===== config.mk =====
export PLATFORM = sky130hd
export DESIGN_NAME = erm16_bus_arbiter_flat
export DESIGN_NICKNAME = d
export VERILOG_FILES = /design/src/rtl/erm16_bus_arbiter_if.sv /design/src/rtl/erm16_bus_arbiter.sv /design/src/flat_wrapper.sv
export SDC_FILE = /design/constraint.sdc
export NUM_CORES = 1
export LEC_CHECK = 0
export BUFFER_PORTS_ARGS = -buffer_cell sky130_fd_sc_hd__buf_4
export CELL_PAD_IN_SITES_DETAIL_PLACEMENT = 2
export CELL_PAD_IN_SITES_GLOBAL_PLACEMENT = 2
export CORE_MARGIN = 2
export CORE_UTILIZATION = 24
export CTS_CLUSTER_DIAMETER = 120
export DETAILED_ROUTE_END_ITERATION = 12
export HOLD_SLACK_MARGIN = 0.08
export PLACE_DENSITY_LB_ADDON = 0.1
export REMOVE_ABC_BUFFERS = 1
export SETUP_SLACK_MARGIN = 0.02
export SKIP_CTS_REPAIR_TIMING = 1
export SYNTH_ARGS = -nofsm -noshare
export SYNTH_HDL_FRONTEND = slang
export SYNTH_SLANG_ARGS = --single-unit

===== constraint.sdc =====
create_clock -name clk -period 1.49 [get_ports clk]
set_input_delay 0.149 -clock clk [delete_from_list [all_inputs] [get_ports clk]]
set_output_delay 0.149 -clock clk [all_outputs]
set_load 0.03 [all_outputs]

===== src/rtl/erm16_bus_arbiter_if.sv =====
`default_nettype none
// ============================================================================
// Module   : erm16_bus_arbiter_if
// Purpose  : Bundles the ERM16 arbiter's master-side request ports (core and
//            DMA) and the shared memory/IO bus port into a single interface.
// Ports    : cpu_*  - core request/response channel
//            dma_*  - DMA request/response channel (dma_lock = burst priority)
//            mem_*  - external memory/IO bus (addr, wdata, we, ioe, rdata, ack)
//            gnt    - one-hot bus owner, err - timeout flag
// Modports : master - the arbiter itself (drives responses and the bus)
//            slave  - the surrounding system (drives requests and mem_ack)
// Revision : 1.0 - initial release
// ============================================================================
interface erm16_bus_arbiter_if #(
  parameter int AW = 16,
  parameter int DW = 16
);
  logic          cpu_req;
  logic [AW-1:0] cpu_addr;
  logic [DW-1:0] cpu_wdata;
  logic          cpu_we;
  logic          cpu_io;
  logic          cpu_ready;
  logic [DW-1:0] cpu_rdata;

  logic          dma_req;
  logic [AW-1:0] dma_addr;
  logic [DW-1:0] dma_wdata;
  logic          dma_we;
  logic          dma_io;
  logic          dma_lock;
  logic          dma_ready;
  logic [DW-1:0] dma_rdata;

  logic [AW-1:0] mem_addr;
  logic [DW-1:0] mem_wdata;
  logic          mem_we;
  logic          mem_ioe;
  logic [DW-1:0] mem_rdata;
  logic          mem_ack;

  logic [1:0]    gnt;
  logic          err;

  modport master (
    input  cpu_req, cpu_addr, cpu_wdata, cpu_we, cpu_io,
    output cpu_ready, cpu_rdata,
    input  dma_req, dma_addr, dma_wdata, dma_we, dma_io, dma_lock,
    output dma_ready, dma_rdata,
    output mem_addr, mem_wdata, mem_we, mem_ioe,
    input  mem_rdata, mem_ack,
    output gnt, err
  );

  modport slave (
    output cpu_req, cpu_addr, cpu_wdata, cpu_we, cpu_io,
    input  cpu_ready, cpu_rdata,
    output dma_req, dma_addr, dma_wdata, dma_we, dma_io, dma_lock,
    input  dma_ready, dma_rdata,
    input  mem_addr, mem_wdata, mem_we, mem_ioe,
    output mem_rdata, mem_ack,
    input  gnt, err
  );
endinterface
`default_nettype wire


===== src/rtl/erm16_bus_arbiter.sv =====
`default_nettype none
// ============================================================================
// Module   : erm16_bus_arbiter
// Purpose  : Two-master (core, DMA) arbiter and access sequencer for the
//            ERM16 memory/IO bus. Each access is a request/ack transaction
//            with an optional bounded wait (TIMEOUT) and forced termination.
// Ports    : clk, rst (synchronous, active high)
//            bus      - erm16_bus_arbiter_if.master (requests, responses, bus)
// Params   : AW, DW, TIMEOUT (0 = no timeout), MAX_BURST (1..15)
// Macro    : ERM16_ARB_RR_EN - round-robin on simultaneous unlocked requests;
//            undefined gives the core fixed priority.
// Revision : 1.0 - initial release
// ============================================================================
module erm16_bus_arbiter #(
  parameter int AW        = 16,
  parameter int DW        = 16,
  parameter int TIMEOUT   = 15,
  parameter int MAX_BURST = 4
) (
  input  logic                clk,
  input  logic                rst,
  erm16_bus_arbiter_if.master bus
);

  localparam int             WW        = (TIMEOUT > 1) ? $clog2(TIMEOUT + 1) : 1;
  localparam logic [WW-1:0]  TO_VAL    = WW'(TIMEOUT);
  localparam logic [3:0]     BURST_LIM = 4'(MAX_BURST);

  typedef enum logic [1:0] {
    ST_IDLE = 2'd0,
    ST_CPU  = 2'd1,
    ST_DMA  = 2'd2
  } state_t;

  state_t        state_q,     state_d;
  logic [AW-1:0] mem_addr_q,  mem_addr_d;
  logic [DW-1:0] mem_wdata_q, mem_wdata_d;
  logic          mem_we_q,    mem_we_d;
  logic          mem_ioe_q,   mem_ioe_d;
  logic [1:0]    gnt_q,       gnt_d;
  logic          cpu_ready_q, cpu_ready_d;
  logic          dma_ready_q, dma_ready_d;
  logic [DW-1:0] cpu_rdata_q, cpu_rdata_d;
  logic [DW-1:0] dma_rdata_q, dma_rdata_d;
  logic          err_q,       err_d;
  logic [WW-1:0] wait_q,      wait_d;
  logic [3:0]    burst_q,     burst_d;
  logic          last_lock_q, last_lock_d;  // previous access was a locked DMA access
`ifdef ERM16_ARB_RR_EN
  logic          last_dma_q,  last_dma_d;   // previous owner: 1 = DMA, 0 = core
`endif

  logic w_cpu_vld, w_dma_vld, w_lock_win, w_rr_dma;
  logic w_grant_dma, w_grant_cpu, w_timeout;

  // A master whose ready pulse is high this cycle is not re-granted, so a
  // held request does not retrigger on its own completion.
  assign w_cpu_vld  = bus.cpu_req & ~cpu_ready_q;
  assign w_dma_vld  = bus.dma_req & ~dma_ready_q;
  assign w_lock_win = last_lock_q & (burst_q < BURST_LIM);

`ifdef ERM16_ARB_RR_EN
  assign w_rr_dma = ~last_dma_q;
`else
  assign w_rr_dma = 1'b0;
`endif

  assign w_grant_dma = w_dma_vld & (~w_cpu_vld | w_lock_win | w_rr_dma);
  // While a locked burst still has credit, the core is also held off in the
  // DMA's own ready cycle; otherwise the core would always slip in between
  // two locked DMA accesses and the lock could never take effect.
  assign w_grant_cpu = w_cpu_vld & ~w_grant_dma & ~(w_lock_win & bus.dma_req);

  assign w_timeout = (TIMEOUT != 0) && (wait_q == TO_VAL);

  always_comb begin
    state_d     = state_q;
    mem_addr_d  = mem_addr_q;
    mem_wdata_d = mem_wdata_q;
    mem_we_d    = mem_we_q;
    mem_ioe_d   = mem_ioe_q;
    gnt_d       = gnt_q;
    cpu_ready_d = 1'b0;
    dma_ready_d = 1'b0;
    cpu_rdata_d = cpu_rdata_q;
    dma_rdata_d = dma_rdata_q;
    err_d       = 1'b0;
    wait_d      = wait_q;
    burst_d     = burst_q;
    last_lock_d = last_lock_q;
`ifdef ERM16_ARB_RR_EN
    last_dma_d  = last_dma_q;
`endif

    case (state_q)
      ST_IDLE: begin
        wait_d = '0;
        if (w_grant_dma) begin
          state_d     = ST_DMA;
          mem_addr_d  = bus.dma_addr;
          mem_wdata_d = bus.dma_wdata;
          mem_we_d    = bus.dma_we;
          mem_ioe_d   = bus.dma_io;
          gnt_d       = 2'b10;
          last_lock_d = bus.dma_lock;
          if (!bus.dma_lock) begin
            burst_d = 4'd0;
          end else if (bus.cpu_req && (burst_q != 4'hF)) begin
            burst_d = burst_q + 4'd1;
          end
`ifdef ERM16_ARB_RR_EN
          last_dma_d  = 1'b1;
`endif
        end else if (w_grant_cpu) begin
          state_d     = ST_CPU;
          mem_addr_d  = bus.cpu_addr;
          mem_wdata_d = bus.cpu_wdata;
          mem_we_d    = bus.cpu_we;
          mem_ioe_d   = bus.cpu_io;
          gnt_d       = 2'b01;
          last_lock_d = 1'b0;
          burst_d     = 4'd0;
`ifdef ERM16_ARB_RR_EN
          last_dma_d  = 1'b0;
`endif
        end
      end

      ST_CPU, ST_DMA: begin
        if (bus.mem_ack || w_timeout) begin
          // A real ack wins over a coincident timeout.
          if (state_q == ST_CPU) begin
            cpu_ready_d = 1'b1;
            cpu_rdata_d = bus.mem_ack ? bus.mem_rdata : '1;
          end else begin
            dma_ready_d = 1'b1;
            dma_rdata_d = bus.mem_ack ? bus.mem_rdata : '1;
          end
          err_d     = ~bus.mem_ack;
          mem_we_d  = 1'b0;
          mem_ioe_d = 1'b0;
          gnt_d     = 2'b00;
          state_d   = ST_IDLE;
        end else begin
          wait_d = wait_q + 1'b1;
        end
      end

      default: begin
        state_d   = ST_IDLE;
        mem_we_d  = 1'b0;
        mem_ioe_d = 1'b0;
        gnt_d     = 2'b00;
      end
    endcase
  end

  always_ff @(posedge clk) begin
    if (rst) begin
      state_q     <= ST_IDLE;
      mem_addr_q  <= '0;
      mem_wdata_q <= '0;
      mem_we_q    <= 1'b0;
      mem_ioe_q   <= 1'b0;
      gnt_q       <= 2'b00;
      cpu_ready_q <= 1'b0;
      dma_ready_q <= 1'b0;
      cpu_rdata_q <= '0;
      dma_rdata_q <= '0;
      err_q       <= 1'b0;
      wait_q      <= '0;
      burst_q     <= 4'd0;
      last_lock_q <= 1'b0;
    end else begin
      state_q     <= state_d;
      mem_addr_q  <= mem_addr_d;
      mem_wdata_q <= mem_wdata_d;
      mem_we_q    <= mem_we_d;
      mem_ioe_q   <= mem_ioe_d;
      gnt_q       <= gnt_d;
      cpu_ready_q <= cpu_ready_d;
      dma_ready_q <= dma_ready_d;
      cpu_rdata_q <= cpu_rdata_d;
      dma_rdata_q <= dma_rdata_d;
      err_q       <= err_d;
      wait_q      <= wait_d;
      burst_q     <= burst_d;
      last_lock_q <= last_lock_d;
    end
  end

`ifdef ERM16_ARB_RR_EN
  // Reset to DMA so the core wins the first tie.
  always_ff @(posedge clk) begin
    if (rst) begin
      last_dma_q <= 1'b1;
    end else begin
      last_dma_q <= last_dma_d;
    end
  end
`endif

  assign bus.mem_addr  = mem_addr_q;
  assign bus.mem_wdata = mem_wdata_q;
  assign bus.mem_we    = mem_we_q;
  assign bus.mem_ioe   = mem_ioe_q;
  assign bus.gnt       = gnt_q;
  assign bus.cpu_ready = cpu_ready_q;
  assign bus.dma_ready = dma_ready_q;
  assign bus.cpu_rdata = cpu_rdata_q;
  assign bus.dma_rdata = dma_rdata_q;
  assign bus.err       = err_q;

endmodule
`default_nettype wire


===== src/flat_wrapper.sv =====
// flat-port wrapper written by rule: the top's interface ports become plain ports
module erm16_bus_arbiter_flat 
#(
  parameter int AW        = 16,
  parameter int DW        = 16,
  parameter int TIMEOUT   = 15,
  parameter int MAX_BURST = 4
)
  (clk, rst, bus_cpu_req, bus_cpu_addr, bus_cpu_wdata, bus_cpu_we, bus_cpu_io, bus_cpu_ready, bus_cpu_rdata, bus_dma_req, bus_dma_addr, bus_dma_wdata, bus_dma_we, bus_dma_io, bus_dma_lock, bus_dma_ready, bus_dma_rdata, bus_mem_addr, bus_mem_wdata, bus_mem_we, bus_mem_ioe, bus_mem_rdata, bus_mem_ack, bus_gnt, bus_err);
  erm16_bus_arbiter_if #(.AW(AW), .DW(DW)) bus_i ();
  input  logic clk;
  input  logic rst;
  input wire logic [$bits(bus_i.cpu_req)-1:0] bus_cpu_req;
  input wire logic [$bits(bus_i.cpu_addr)-1:0] bus_cpu_addr;
  input wire logic [$bits(bus_i.cpu_wdata)-1:0] bus_cpu_wdata;
  input wire logic [$bits(bus_i.cpu_we)-1:0] bus_cpu_we;
  input wire logic [$bits(bus_i.cpu_io)-1:0] bus_cpu_io;
  output wire logic [$bits(bus_i.cpu_ready)-1:0] bus_cpu_ready;
  output wire logic [$bits(bus_i.cpu_rdata)-1:0] bus_cpu_rdata;
  input wire logic [$bits(bus_i.dma_req)-1:0] bus_dma_req;
  input wire logic [$bits(bus_i.dma_addr)-1:0] bus_dma_addr;
  input wire logic [$bits(bus_i.dma_wdata)-1:0] bus_dma_wdata;
  input wire logic [$bits(bus_i.dma_we)-1:0] bus_dma_we;
  input wire logic [$bits(bus_i.dma_io)-1:0] bus_dma_io;
  input wire logic [$bits(bus_i.dma_lock)-1:0] bus_dma_lock;
  output wire logic [$bits(bus_i.dma_ready)-1:0] bus_dma_ready;
  output wire logic [$bits(bus_i.dma_rdata)-1:0] bus_dma_rdata;
  output wire logic [$bits(bus_i.mem_addr)-1:0] bus_mem_addr;
  output wire logic [$bits(bus_i.mem_wdata)-1:0] bus_mem_wdata;
  output wire logic [$bits(bus_i.mem_we)-1:0] bus_mem_we;
  output wire logic [$bits(bus_i.mem_ioe)-1:0] bus_mem_ioe;
  input wire logic [$bits(bus_i.mem_rdata)-1:0] bus_mem_rdata;
  input wire logic [$bits(bus_i.mem_ack)-1:0] bus_mem_ack;
  output wire logic [$bits(bus_i.gnt)-1:0] bus_gnt;
  output wire logic [$bits(bus_i.err)-1:0] bus_err;
  assign bus_i.cpu_req = bus_cpu_req;
  assign bus_i.cpu_addr = bus_cpu_addr;
  assign bus_i.cpu_wdata = bus_cpu_wdata;
  assign bus_i.cpu_we = bus_cpu_we;
  assign bus_i.cpu_io = bus_cpu_io;
  assign bus_cpu_ready = bus_i.cpu_ready;
  assign bus_cpu_rdata = bus_i.cpu_rdata;
  assign bus_i.dma_req = bus_dma_req;
  assign bus_i.dma_addr = bus_dma_addr;
  assign bus_i.dma_wdata = bus_dma_wdata;
  assign bus_i.dma_we = bus_dma_we;
  assign bus_i.dma_io = bus_dma_io;
  assign bus_i.dma_lock = bus_dma_lock;
  assign bus_dma_ready = bus_i.dma_ready;
  assign bus_dma_rdata = bus_i.dma_rdata;
  assign bus_mem_addr = bus_i.mem_addr;
  assign bus_mem_wdata = bus_i.mem_wdata;
  assign bus_mem_we = bus_i.mem_we;
  assign bus_mem_ioe = bus_i.mem_ioe;
  assign bus_i.mem_rdata = bus_mem_rdata;
  assign bus_i.mem_ack = bus_mem_ack;
  assign bus_gnt = bus_i.gnt;
  assign bus_err = bus_i.err;
  erm16_bus_arbiter #(.AW(AW), .DW(DW), .TIMEOUT(TIMEOUT), .MAX_BURST(MAX_BURST)) u_core (.clk(clk), .rst(rst), .bus(bus_i));
endmodule

## After elaboration in Yosys (flattened, before gate mapping)

Cells that the tools add are included.

- Word-level logic and storage cells: 80
- Register bits after elaboration: 80
- Input port bits: 90
- Output and inout bits: 71

- $lt $le $gt $ge: 1
- Reduce and logical (&&, ||, !) cells: 13
- Equality and inequality tests: 8
- Bitwise operators: 17
- $add $sub $neg: 2
- Multiplexer cells: 26

Operator list:

| cell | count |
|---|---|
| 16-bit two-way mux | 5 |
| 4-bit two-way mux | 5 |
| 1-bit two-way mux | 9 |
| 1-bit NOT | 9 |
| 3-bit AND reduction | 3 |
| 4-bit by 1-bit adder with 4-bit output, second input constant | 2 |
| 4-bit case mux with 2 select lines | 1 |
| 1-bit bitwise AND | 7 |
| 2-bit two-way mux | 3 |
| 2-bit AND reduction | 3 |
| 4-bit == test, second input constant | 1 |
| 4-bit by 3-bit less-than comparator with 1-bit output, second input constant | 1 |
| 4-bit inequality test, second input constant | 1 |
| 1-bit case mux with 2 select lines | 2 |
| 2-bit case mux with 2 select lines | 1 |
| 2-bit nonzero test | 2 |
| 3-bit by 1-bit inequality test with 1-bit output, second input constant | 1 |
| 3-bit inequality test, second input constant | 1 |
| 3-bit OR reduction | 1 |
| 2-bit by 1-bit == test with 1-bit output, second input constant | 1 |
| 2-bit == test, second input constant | 1 |
| 2-bit zero test | 1 |
| 2-bit by 1-bit inequality test with 1-bit output, second input constant | 1 |
| 2-bit inequality test, second input constant | 1 |
| other kinds (4) | 4 |

## Longest topological paths before layout

- Depth after elaboration: 11
- Mapped depth: 8
- Depth with buffers taken out: 6

## Worst setup path before layout

No wires, ideal clock.

- Path kind: register to register
- Start point: reg u_core.state_q[0]
- End point: reg u_core.cpu_rdata_q[10], in the netlist u_core.bus.cpu_rdata[10]
- Required time: 1404 ps
- Arrival time: 1748 ps
- Slack: -343 ps
- Stages on the path, launching flop included: 8
- Path buffers: 3
- Cells stage by stage: dfxtp_1 > ha_1 > buf_1 > nor2b_1 > clkbuf_1 > buf_2 > nor2_1 > a211oi_1

- Cells in the longest elaborated chain, start to end: 3
- Elaborated cells on any way between the ends: 4

Ends and longest elaborated chain:

| element | line | source |
|---|---|---|
| start: declaration | erm16_bus_arbiter.sv:35 | `state_t state_q, state_d;` |
| start signal: assignment | erm16_bus_arbiter.sv:175 | `state_q <= state_d;` |
| 2-bit == test / 2-bit by 1-bit == test with 1-bit output (equally long branches) | erm16_bus_arbiter.sv:95, erm16_bus_arbiter.sv:132 |  |
| 2-bit OR reduction | erm16_bus_arbiter.sv:95 | `case (state_q)` |
| 3-bit AND reduction (no line) * | -- |  |
| end signal: assignment | erm16_bus_arbiter.sv:183 | `cpu_rdata_q <= cpu_rdata_d;` |
| end: declaration | erm16_bus_arbiter.sv:43 | `logic [DW-1:0] cpu_rdata_q, cpu_rdata_d;` |

Every way passes the cells marked *; elsewhere a longest branch is shown, timed or not.
A chain may end at the register's enable or synchronous reset.

## Worst setup path after layout

- Start point: reg u_core.burst_q[3]
- End point: reg u_core.mem_ioe_q, in the netlist u_core.bus.mem_ioe

- Cells in the longest elaborated chain, start to end: 9
- Elaborated cells on any way between the ends: 13

Ends and longest elaborated chain:

| element | line | source |
|---|---|---|
| start: declaration | erm16_bus_arbiter.sv:47 | `logic [3:0] burst_q, burst_d;` |
| start signal: assignment | erm16_bus_arbiter.sv:187 | `burst_q <= burst_d;` |
| 4-bit by 3-bit less-than comparator with 1-bit output * | erm16_bus_arbiter.sv:60 | `assign w_lock_win = last_lock_q & (burst_q < BURST_LIM);` |
| 1-bit bitwise AND * | erm16_bus_arbiter.sv:60 |  |
| 1-bit OR | erm16_bus_arbiter.sv:68 | `assign w_grant_dma = w_dma_vld & (~w_cpu_vld \| w_lock_win \| w_rr_dma);` |
| 1-bit bitwise AND | erm16_bus_arbiter.sv:68 |  |
| 1-bit NOT | erm16_bus_arbiter.sv:72 | `assign w_grant_cpu = w_cpu_vld & ~w_grant_dma & ~(w_lock_win & bus.dma_req);` |
| 1-bit bitwise AND (2 in series) | erm16_bus_arbiter.sv:72 |  |
| 3-bit by 1-bit inequality test with 1-bit output (no line) | -- |  |
| 2-bit AND reduction (no line) | -- |  |
| end signal: assignment | erm16_bus_arbiter.sv:179 | `mem_ioe_q <= mem_ioe_d;` |
| end: declaration | erm16_bus_arbiter.sv:39 | `logic mem_ioe_q, mem_ioe_d;` |

Marked as above.

==> metrics.txt <==
# TYPE chip_impl_metric gauge
chip_impl_metric{name="postLayoutCoreUtil",unit="%"} 41.5
chip_impl_metric{name="initial_core_util",unit="%"} 24.4
chip_impl_metric{name="synth-edff-count",unit=""} 0
chip_impl_metric{name="worst_ep_arrival_time",unit="ps"} 1860
chip_impl_info{name="synth.largest_area_cell",value="sky130_fd_sc_hd__dfxtp_1"} 1
chip_impl_metric{name="grt_pass1_wl",unit="microns"} 22400
chip_impl_metric{name="endpoint_required_time_on_the_critical_path",unit="ps"} 1750
chip_impl_metric{name="ys_seq_area_share",unit="%"} 43.7
chip_impl_metric{name="htree_num_levels",unit=""} 3
chip_impl_metric{name="synthToLayoutAreaGrowth",unit="%"} 70.2
chip_impl_metric{name="final-setup-viol-count",unit=""} 26
chip_impl_metric{name="antenna_cells",unit=""} 0
chip_impl_metric{name="max_cap_violations",unit=""} 0
chip_impl_info{name="synth_common_cells",value="sky130_fd_sc_hd__dfxtp_1 (80), sky130_fd_sc_hd__nand2_1 (68), sky130_fd_sc_hd__a21oi_1 (38), sky130_fd_sc_hd__nor2_1 (38), sky130_fd_sc_hd__a211oi_1 (35)"} 1
chip_impl_metric{name="finClkSkew",unit="ps"} 8.27
chip_impl_metric{name="hpwlAfterDp",unit="microns"} 9710
chip_impl_metric{name="grt_pass1_vias",unit=""} 4264
chip_impl_metric{name="place_ws",unit="ps"} -227
chip_impl_metric{name="drcViolationCount",unit=""} 0
chip_impl_info{name="failed_checks",value="setup timing"} 1
chip_impl_metric{name="worst_setup_hold_path_clk_slew",unit="ps"} 70
chip_impl_metric{name="place.gp.congestion",unit=""} 0.733
chip_impl_metric{name="die-area",unit="sq mm"} 0.0163
chip_impl_metric{name="syn-mean-instance-area",unit="sq um"} 9.02
chip_impl_metric{name="cellPowerDensity",unit="mW/mm^2"} 1280
chip_impl_metric{name="multi_input_comb_area",unit="sq mm"} 0.00225
chip_impl_info{name="class_of_the_most_critical_hold_timing_path",value="input port to flip-flop"} 1
chip_impl_metric{name="max-vdd-ir-drop",unit="mV"} 0.603
chip_impl_metric{name="die-width",unit="microns"} 128
chip_impl_metric{name="num_vias",unit=""} 3879
chip_impl_metric{name="postSynthRegisterBits",unit=""} 80
chip_impl_metric{name="layout_cells_sized_above_1",unit="%"} 57.4
chip_impl_metric{name="clock.fmax",unit="MHz"} 625
chip_impl_metric{name="tns",unit="ps"} -1030
chip_impl_info{name="ys_dominant_reg_cell",value="sky130_fd_sc_hd__dfxtp_1"} 1
chip_impl_metric{name="drt-wirelength-per-cell",unit="microns"} 19.9
chip_impl_metric{name="grt.overflow.total",unit=""} 0
chip_impl_info{name="crit_path_start_kind",value="flip-flop"} 1
chip_impl_metric{name="time_the_final_worst_path_needs_with_i_o_delays_and_setup",unit="ps"} 1600
chip_impl_metric{name="finalHoldViolCount",unit=""} 0
chip_impl_metric{name="sequential_cell_area",unit="sq mm"} 0.00161
chip_impl_metric{name="slew_viol_final",unit=""} 0
chip_impl_metric{name="clock_latency",unit="ps"} 350
chip_impl_metric{name="place.port_buffers",unit=""} 160
chip_impl_info{name="end_kind",value="flip-flop"} 1
chip_impl_metric{name="grt_max_degree",unit=""} 39
chip_impl_metric{name="yosys.area.top_type_share",unit="%"} 43.7
chip_impl_metric{name="power.leakage",unit="nW"} 2.58
chip_impl_metric{name="synth_warnings",unit=""} 0
chip_impl_metric{name="drt-initial-drc-count",unit=""} 122
chip_impl_metric{name="area_of_the_placeable_core",unit="sq mm"} 0.0150
chip_impl_metric{name="drt_pre_antenna_iters",unit=""} 7
chip_impl_metric{name="timing.final.crit_share",unit="%"} 107
chip_impl_metric{name="final.setup.worst_slack",unit="ps"} -110
chip_impl_metric{name="layout.nets",unit=""} 692
chip_impl_metric{name="clock_buffers_created_by_tritoncts",unit=""} 9
chip_impl_metric{name="synth_cell_type_count",unit=""} 39
chip_impl_info{name="outcome",value="finished, violations left"} 1
chip_impl_metric{name="routed_via_density",unit=""} 4.92
chip_impl_metric{name="syn_inst",unit=""} 406
chip_impl_metric{name="cts_num_sinks",unit=""} 80
chip_impl_metric{name="syn-cell-area",unit="sq mm"} 0.00366
chip_impl_metric{name="final_antenna_net_count",unit=""} 0
chip_impl_info{name="critPathKind",value="flip-flop to flip-flop"} 1
chip_impl_metric{name="fp-row-count",unit=""} 45
chip_impl_metric{name="pin_count",unit=""} 161
chip_impl_metric{name="clock_path_buffers",unit=""} 2
chip_impl_metric{name="cp_max_fo",unit=""} 3
chip_impl_metric{name="slew_of_the_pin_with_the_lowest_slew_margin",unit="ps"} 349
chip_impl_metric{name="postSynth.asyncResetShare",unit="%"} 0
chip_impl_info{name="synth.most_common_cell",value="sky130_fd_sc_hd__dfxtp_1"} 1
chip_impl_metric{name="wirelength",unit="microns"} 15700
chip_impl_info{name="netlist_top_cells_area",value="sky130_fd_sc_hd__dfxtp_1 (44%), sky130_fd_sc_hd__a311oi_2 (12%), sky130_fd_sc_hd__a211oi_1 (7.2%)"} 1
chip_impl_info{name="tritoncts",value="done"} 1
chip_impl_metric{name="final.fill_count",unit=""} 1620
chip_impl_info{name="cts-root-buf",value="sky130_fd_sc_hd__clkbuf_16"} 1
chip_impl_metric{name="global_route.usage.total",unit="%"} 17.4
chip_impl_metric{name="max_slew_margin",unit="%"} 76.7
chip_impl_metric{name="fp.dieH",unit="microns"} 128
chip_impl_metric{name="antenna_found_initial",unit=""} 0
chip_impl_info{name="rsz0062_at_grt",value="yes"} 1
-- critical path, cell delays in order (launching register included) --
cell and delay, ps:
sky130_fd_sc_hd__dfxtp_2 320, sky130_fd_sc_hd__nand4bb_4 230, sky130_fd_sc_hd__buf_4 180, sky130_fd_sc_hd__a211oi_2 320, sky130_fd_sc_hd__buf_4 180, sky130_fd_sc_hd__nor2_1 50, sky130_fd_sc_hd__o32ai_1 220
-- per-layer routing --
metal	wire length [microns]	global-route usage (%)	vias to the layer above
met3	1150	6.32	9
met4	152	4.65	0
met2	7730	29.4	111
met5	0	0	-
li1	-	-	1844
met1	6650	20.8	1915
-- path summary, 6_finish.rpt --
path	to	from	cells after the start	slack, ps
min reg2reg	u_core.bus.mem_we	u_core.bus.mem_we	2	490
min	u_core.bus.mem_wdata[1]	bus_cpu_wdata[1]	3	90
max reg2reg	u_core.bus.mem_ioe	u_core.burst_q[3]	6	-110
max	u_core.bus.mem_ioe	u_core.burst_q[3]	6	-110
-- metrics by stage --
| stage | cell area, sq um | cells | hold slack, ps | total power [mW] |
|---|---|---|---|---|
| 2_1_floorplan | 3480 | 370 | 217 | 4.01 |
| 3_3_place_gp | 5280 | 759 | 419 | 5.12 |
| 3_5_place_dp | 5280 | 759 | 444 | 5.20 |
| 4_1_cts | 5590 | 775 | 70.5 | 7.61 |
| 5_1_grt | 6230 | 789 | 79.3 | 8.37 |
| 6_report | 6230 | 789 | 85.4 | 7.95 |
-- final cells by class --
| class | count | area share [%] |
|---|---|---|
| tap | 188 | 3.77 |
| clock buffer | 10 | 3.83 |
| inverter | 10 | 0.602 |
| sequential | 80 | 25.8 |
| clock inverter | 6 | 1.18 |
| multi-input combinational | 281 | 36.1 |
| timing repair buffer | 214 | 28.7 |
-- flip-flops by register name, summed over array words and instances (netlist names) --
name                  count
u_core.bus.mem_ioe        1
u_core.wait_q             4
u_core.bus.err            1
u_core.bus.cpu_rdata     16
u_core.bus.dma_ready      1
u_core.bus.mem_we         1
u_core.bus.dma_rdata     16
u_core.last_lock_q        1
u_core.bus.mem_wdata     16
u_core.state_q            2
u_core.bus.mem_addr      16
u_core.burst_q            4
u_core.bus.cpu_ready      1
-- cell usage in the layout, fill, tap and decap left out, types with 3 or more instances in the layout --
cell type	instances
sky130_fd_sc_hd__nand4_1	4
sky130_fd_sc_hd__nand2_4	3
sky130_fd_sc_hd__nand2_2	7
sky130_fd_sc_hd__a21oi_1	37
sky130_fd_sc_hd__a311oi_2	32
sky130_fd_sc_hd__buf_4	194
sky130_fd_sc_hd__mux2i_1	3
sky130_fd_sc_hd__buf_12	6
sky130_fd_sc_hd__dfxtp_1	74
sky130_fd_sc_hd__clkbuf_16	13
sky130_fd_sc_hd__nor2_4	6
sky130_fd_sc_hd__ha_1	3
sky130_fd_sc_hd__a211oi_1	9
sky130_fd_sc_hd__a211oi_2	26
sky130_fd_sc_hd__and2_4	3
sky130_fd_sc_hd__o21ai_0	3
sky130_fd_sc_hd__nand2_1	58
sky130_fd_sc_hd__nor2_1	20
sky130_fd_sc_hd__buf_6	9
sky130_fd_sc_hd__inv_1	9
sky130_fd_sc_hd__dfxtp_2	6
sky130_fd_sc_hd__nor2_2	12
sky130_fd_sc_hd__nor2b_1	17
sky130_fd_sc_hd__inv_6	3
sky130_fd_sc_hd__o32ai_1	4
-- where the power goes --
part           switching (mW)  leakage, nW  total [mW]  internal, mW
Sequential              0.177        0.659        2.59          2.41
Combinational            1.73         1.77        2.99          1.26
Clock                    1.01        0.154        2.37          1.37
-- cells by family after synthesis --
group / count (synthesis) / synth area share [%]
and+or+nand+nor: 147 / 18.4
AOI/OAI and AO/OA: 124 / 29.1
DFF: 80 / 43.7
buffers and inverters: 46 / 5.88
adders and majority gates: 6 / 2.05
muxes: 3 / 0.820
Power figures use the tool's default switching activity.
